$ cat config.mk
export PLATFORM = sky130hd
export DESIGN_NAME = tff_count_ctrl_flat
export DESIGN_NICKNAME = d
export VERILOG_FILES = /design/src/rtl/tff_count_ctrl_if.sv /design/src/rtl/tff_count_ctrl.sv /design/src/flat_wrapper.sv
export SDC_FILE = /design/constraint.sdc
export NUM_CORES = 1
export LEC_CHECK = 0
export ABC_AREA = 1
export CORE_AREA = 2 2 39 41
export DETAILED_ROUTE_END_ITERATION = 8
export DIE_AREA = 0 0 41 43
export PLACE_DENSITY_LB_ADDON = 0.05
export SYNTH_ARGS = -nofsm -noshare
export SYNTH_HDL_FRONTEND = slang
export SYNTH_SLANG_ARGS = --single-unit
$ cat constraint.sdc
create_clock -name clk -period 1.75 [get_ports clk]
set_input_delay 0.35 -clock clk [delete_from_list [all_inputs] [get_ports clk]]
set_output_delay 0.35 -clock clk [all_outputs]
set_load 0.03 [all_outputs]
$ cat src/rtl/tff_count_ctrl_if.sv
// rtl/tff_count_ctrl_if.sv - toggle-enable / state link between the sequencer and its TFF bank
interface tff_count_ctrl_if #(
    parameter int WIDTH = 4
);
    logic [WIDTH-1:0] q_in;
    logic [WIDTH-1:0] t_out;

    modport master (input q_in, output t_out);
    modport slave (input t_out, output q_in);
endinterface

$ cat src/rtl/tff_count_ctrl.sv
// rtl/tff_count_ctrl.sv - drives an external T flip-flop bank as a mod-(MAX+1) up/down counter
module tff_count_ctrl #(
    parameter int WIDTH = 4,
    parameter int MAX   = 9
) (
    input  logic               clk,
    input  logic               rst,
    input  logic               clr,
    input  logic               start,
    input  logic               stop,
    input  logic               dir,
    tff_count_ctrl_if.master   bank,
    output logic               busy,
    output logic               tc
);
    typedef enum logic [1:0] {
        S_CLEAR = 2'd0,
        S_IDLE  = 2'd1,
        S_RUN   = 2'd2
    } state_t;

    localparam logic [WIDTH-1:0] MAX_W = WIDTH'(MAX);

    state_t           state;
    logic [WIDTH-1:0] q;
    logic [WIDTH-1:0] up_nxt;
    logic [WIDTH-1:0] dn_nxt;
    logic [WIDTH-1:0] nxt;
    logic             wrap;

    assign q = bank.q_in;

    // Out-of-range bank values snap to 0 (up) or MAX (down) without flagging a wrap.
    always_comb begin
        up_nxt = (q >= MAX_W) ? '0 : q + 1'b1;
        dn_nxt = (q == '0 || q > MAX_W) ? MAX_W : q - 1'b1;
        nxt    = dir ? up_nxt : dn_nxt;
        wrap   = (state == S_RUN) && (dir ? (q == MAX_W) : (q == '0));
    end

    always_comb begin
        bank.t_out = '0;
        case (state)
            S_CLEAR: bank.t_out = q;
            S_RUN:   bank.t_out = q ^ nxt;
            default: bank.t_out = '0;
        endcase
    end

    always_ff @(posedge clk) begin
        if (rst) begin
            state <= S_CLEAR;
            busy  <= 1'b1;
            tc    <= 1'b0;
        end else if (clr) begin
            state <= S_CLEAR;
            busy  <= 1'b1;
            tc    <= 1'b0;
        end else begin
            case (state)
                S_CLEAR: begin
                    tc <= 1'b0;
                    if (q == '0) begin
                        state <= S_IDLE;
                        busy  <= 1'b0;
                    end else begin
                        busy  <= 1'b1;
                    end
                end
                S_IDLE: begin
                    tc <= 1'b0;
                    if (!stop && start) begin
                        state <= S_RUN;
                        busy  <= 1'b1;
                    end else begin
                        busy  <= 1'b0;
                    end
                end
                S_RUN: begin
                    // The step driven this cycle still lands, so its wrap is still reported.
                    tc <= wrap;
                    if (stop) begin
                        state <= S_IDLE;
                        busy  <= 1'b0;
                    end else begin
                        busy  <= 1'b1;
                    end
                end
                default: begin
                    state <= S_CLEAR;
                    busy  <= 1'b1;
                    tc    <= 1'b0;
                end
            endcase
        end
    end
endmodule

$ cat src/flat_wrapper.sv
// flat-port wrapper written by rule: the top's interface ports become plain ports
module tff_count_ctrl_flat 
#(
    parameter int WIDTH = 4,
    parameter int MAX   = 9
)
  (clk, rst, clr, start, stop, dir, busy, tc, bank_q_in, bank_t_out);
  tff_count_ctrl_if #(.WIDTH(WIDTH)) bank_i ();
  input  logic clk;
  input  logic rst;
  input  logic clr;
  input  logic start;
  input  logic stop;
  input  logic dir;
  output logic busy;
  output logic tc;
  input wire logic [$bits(bank_i.q_in)-1:0] bank_q_in;
  output wire logic [$bits(bank_i.t_out)-1:0] bank_t_out;
  assign bank_i.q_in = bank_q_in;
  assign bank_t_out = bank_i.t_out;
  tff_count_ctrl #(.WIDTH(WIDTH), .MAX(MAX)) u_core (.clk(clk), .rst(rst), .clr(clr), .start(start), .stop(stop), .dir(dir), .bank(bank_i), .busy(busy), .tc(tc));
endmodule
Yosys cells after proc, flatten, opt, wreduce, memory -nomap -nowiden
Cells that the tools add are included.
- $add $sub $neg: 2
- multiply operators: 0
- div/mod/pow operators: 0
- order comparisons: 2
- eq/ne operators: 6
- shift operators: 0
- multiplexer cells: 13
- bitwise gates (word level): 2
- reductions and logical operators: 9
- operator list (operator ; number):
    $mux 4 ; 3
    $pmux 4 s2 ; 1
    $mux 2 ; 3
    $pmux 2 s3 ; 1
    $add 4x1->4 const B ; 1
    $eq 4x4->1 const B ; 1
    $ge 4x4->1 const B ; 1
    $gt 4x4->1 const B ; 1
    $logic_not 4->1 ; 1
    $mux 1 ; 4
    $ne 2x1->1 const B ; 2
    $sub 4x1->4 const B ; 1
    $xor 4x4->4 ; 1
    $pmux 1 s3 ; 1
    $reduce_and 3->1 ; 1
    $reduce_or 3->1 ; 1
    $eq 2x1->1 const B ; 1
    $eq 2x2->1 const B ; 1
    $logic_and 1x1->1 ; 2
    $logic_not 2->1 ; 1
    $ne 2x2->1 const B ; 1
    $reduce_or 2->1 ; 1
    $logic_not 1->1 ; 1
    $logic_or 1x1->1 ; 1
    $not 1->1 ; 1
- register bits after elaboration: 4
- latch bits: 0
- memory bits (writable): 0
- ROM bits: 0
- input port bits: 10
- output and inout port bits: 6
- logic and storage cells: 37
- memories kept: 0

Depth between registers and ports, before layout
- depth in word-level cells: 6
- depth in mapped cells: 10
- gate-level depth less buffers: 10

Worst setup path after synthesis
Ideal clock, no wire load.
- path kind: input -> output
- start: input bank_q_in[0]
- end: output bank_t_out[3]
- data arrival time: 1552 ps
- data required time: 1400 ps
- slack: -152 ps
- stages on the path: 8
- path buffers: 0
- path through: inv_1 -> ha_1 -> nand2_2 -> nand2_1 -> nand3_1 -> a21oi_2 -> a21oi_1 -> nor2_1
- longest elaborated chain between the ends: 6
- elaborated cells between the ends (all ways): 11
- classes of those cells: 2 x add/sub; 2 x order compare; 4 x mux; 1 x bitwise; 2 x reduce/logical
- ends and longest elaborated chain (item ; RTL line ; source):
    start, declared ; flat_wrapper.sv:17 ; input wire logic [$bits(bank_i.q_in)-1:0] bank_q_in;
    $gt 4x4->1 or $logic_not 4->1 (tied branches) ; tff_count_ctrl.sv:36 ; dn_nxt = (q == '0 || q > MAX_W) ? MAX_W : q - 1'b1;
    $logic_or 1x1->1 ; tff_count_ctrl.sv:36 ;
    $mux 4 ; tff_count_ctrl.sv:36 ;
    $mux 4 (*) ; tff_count_ctrl.sv:37 ; nxt = dir ? up_nxt : dn_nxt;
    $xor 4x4->4 (*) ; tff_count_ctrl.sv:45 ; S_RUN: bank.t_out = q ^ nxt;
    $pmux 4 s2 (*) ; tff_count_ctrl.sv:43 ; case (state)
    end, declared ; flat_wrapper.sv:18 ; output wire logic [$bits(bank_i.t_out)-1:0] bank_t_out;
Every way passes the cells marked *; elsewhere a longest branch is shown, timed or not.

Worst setup path in the final report
- start: input bank_q_in[1]
- end: output bank_t_out[3]
Same word-level chain as after synthesis.

==> impl_metrics.csv <==
group,metric,value,unit
clocking,cts_made_buffers,3,
clocking,clockBufferDepth,2,
worst_setup_path,cp_data_required_time,1.40,ns
worst_setup_path,critical_path_arrival,1.43,ns
finish,antenna_cells,0,
yosys,syn-num-nets,92,
timing,max_slew_margin,79.15,%
yosys,synth.area.top_cells,"dfxtp_1 (16%), nand2_1 (13%), nand3_1 (12%), ha_1 (10%), a21oi_1 (6.0%)",
worst_setup_path,ff2ff_setup_slack,0.67,ns
pwr,p_total,0.0003902,W
yosys,syn_inst,78,
floorplanning,fp.dieW,41,um
timing,fin_ws,-0.03318,ns
yosys,synth_warnings,0,
worst_setup_path,crit_family,"simple AND/OR/NAND/NOR gates",
global_route,grt_pass1_vias,584,
floorplanning,std_cell_rows,14,
yosys,synth_area,499.2,um^2
timing,fin_worst_skew,0.0006472,ns
detailed_routing,vias_per_cell,4.962,
finish,fin_util,68.99,%
worst_setup_path,r2r-start,"u_core.state[1]$_SDFFE_PP0P_",
clocking,clk_pin_slew_worst_paths,0.04,ns
hold_path,hp-class,"flop to flop",
yosys,ys_seq_area_share,16.04,%
yosys,synth-seq-cells,4,
yosys,synth_top_area_share,16.04,%
floorplanning,die_area,0.001763,mm^2
run_status,status,"complete, but fails checks",
finish,syn2layout_area_growth,91.23,%
detailed_routing,ant_nets,0,
global_route,gr-total-overflow,0,
yosys,yosys.cell_types.count,21,
timing,max_freq,0.5608,GHz
worst_setup_path,setup.worst_path.start,"bank_q_in[1]",
detailed_routing,first_pass_iters,4,
worst_setup_path,critPathCapture,"bank_t_out[3]",
timing,finalHoldViolCount,0,
worst_setup_path,r2r-end,"u_core.state[1]$_SDFFE_PP0P_",
finish,nets,131,
worst_setup_path,endpoint_kind,"output port",
pwr,cellPowerDensity,408.7,mW/mm^2
finish,drive_gt1_share,49.57,%
floorplanning,initial_core_util,36.08,%
clocking,clock_latency,0.23,ns
clocking,cts_tree,"yes",
yosys,synth_top_area_cell,"dfxtp_1",
worst_setup_path,slowest_delay,0.19,ns
worst_setup_path,cp.depth,11,
finish,layout_commonest_cell,"buf_4",
global_route,grt.total_usage,19.06,%
pwr,irDropWorstVdd,0.5393,mV
detailed_routing,first_iter_violations,9,
clocking,cts_root_buf,"clkbuf_4",
detailed_routing,drc,0,
run_status,violations,"setup timing",
worst_setup_path,cp_cell_sequence,"buf_8 > inv_6 > ha_4 > nand2_4 > nand2_4 > nand3_2 > a21oi_2 > nand3_2 > nand2_2 > nor2_2 > buf_6",
place,port_buffers,15,
global_route,grt_max_degree,8,
flow_run,cap_violations,0,
detailed_routing,wirelength,1.630,mm
worst_setup_path,ff2ff_path_depth,4,
floorplanning,io_pins,16,
timing,worst_pin_slew,0.3118,ns
finish,fin_cells,131,
timing,period_minus_slack,1.783,ns
worst_setup_path,crit_fanout,4,
global_route,grt_pass1_wl,2.339,mm
place,place.gp.congestion,0.8538,
floorplanning,die_h,43,um
clocking,cts_sinks,4,
clocking,cts-htree-levels,1,
place,place_ws,-0.5789,ns
place,dp_cells,119,
worst_setup_path,cp_slowest_cell,"a21oi_2",
timing,setup_viol,3,
worst_setup_path,cp_num_buf_inv,3,
global_route,antenna_found_initial,0,
floorplanning,fp.coreArea,0.001384,mm^2
timing,fin_crit_sh,101.9,%
worst_setup_path,start_kind,"primary input",
detailed_routing,via_count,650,
yosys,syn_avg_cell_area,6.400,um^2
finish,layout_common_cells,"buf_4 (16), nand2_1 (15), nand3_1 (10)",
pwr,p_leak,0.4499,nW
detailed_routing,wl_per_cell,12.44,um
worst_setup_path,crit_type,"primary input to output port",
timing,drv_slew,0,
timing,rsz0062_at_grt,"true",
finish,nFillCells,120,
timing,whs,0.5790,ns
place,dp_hpwl,987.5,um
## final cells by class
type / instances / area (um^2) / share of cell area [%]
clock buffer: 3 / 22.52 / 2.359
inverter: 10 / 53.80 / 5.636
multi-input combinational: 63 / 459.2 / 48.10
sequential: 4 / 80.08 / 8.388
tap: 16 / 20.02 / 2.097
timing repair buffer: 35 / 319.1 / 33.42
## cell usage after synthesis
cell type  count
inv_1          7
a21boi_0       1
or2_1          1
clkinv_2       1
buf_6          1
nand4_1        3
ha_1           4
nand2_1       17
nand3_2        3
a21oi_2        1
a21oi_1        6
dfxtp_1        4
nor2_1         8
o21ai_0        1
nor2_2         1
nand2_2        3
inv_8          1
inv_2          1
nand3_4        1
xnor2_1        1
nand3_1       12
## kinds of logic after synthesis
| group | Yosys count | share of synthesized area [%] |
|---|---|---|
| AOI/OAI and AO/OA | 9 | 10.28 |
| DFF | 4 | 16.04 |
| adders and majority gates | 4 | 10.03 |
| and+or+nand+nor | 49 | 50.38 |
| xor gates and xnor gates | 1 | 1.755 |
| buffers and inverters | 11 | 11.53 |
## metrics by stage
| step | TNS (ns) | cell area [um^2] |
|---|---|---|
| 6_report | -0.05982 | 954.7 |
| 5_1_grt | -0.2482 | 954.7 |
| 4_1_cts | -0.03486 | 925.9 |
| 3_5_place_dp | -2.088 | 735.7 |
| 3_3_place_gp | -2.070 | 735.7 |
| 2_1_floorplan | -0.03375 | 504.2 |
## registers in the layout, indices dropped and copies added (netlist names)
name / count
u_core.tc: 1
u_core.busy: 1
u_core.state: 2
## timing repair
action                     in CTS  in global routing
pin swaps                      13                 12
hold endpoints to repair        0                  0
hold buffers                    0                  0
gates resized for setup        50                  5
buffers inserted                8                  1
setup endpoints to repair       4                  3
## where the power goes
part           internal, W  switching, W
clock            0.0000766     0.0000364
sequential       0.0000924   0.000000534
combinational    0.0000891     0.0000951
total             0.000258      0.000132
## worst min path at each step
stage | start | slack [ns] | endpoint | cells after the start
3_3_place_gp | u_core.state[0]$_SDFFE_PP0P_ | 0.58 | u_core.state[1]$_SDFFE_PP0P_ | 2
5_1_grt | u_core.state[0]$_SDFFE_PP0P_ | 0.61 | u_core.state[1]$_SDFFE_PP0P_ | 2
2_1_floorplan | dir | 0.44 | u_core.tc$_SDFF_PP0_ | 1
4_1_cts | u_core.state[0]$_SDFFE_PP0P_ | 0.59 | u_core.state[1]$_SDFFE_PP0P_ | 2
3_5_place_dp | u_core.state[0]$_SDFFE_PP0P_ | 0.58 | u_core.state[1]$_SDFFE_PP0P_ | 2
6_report | u_core.state[0]$_SDFFE_PP0P_ | 0.58 | u_core.state[1]$_SDFFE_PP0P_ | 2
## metal layers
layer / share of wire (%) / vias up / global-route usage, %
li1: - / 337 / -
met2: 52 / 16 / 31.56
met4: 0.92 / 0 / 10.67
met3: 3.7 / 2 / 3.141
met5: 0 / - / 0
met1: 44 / 295 / 21.47
## worst min-delay path, stage by stage, from the launching register on
cell and delay [ns]:
dfxtp_1 0.33, nand4_1 0.12, a21boi_0 0.08
(Power assumes the default switching activity.)
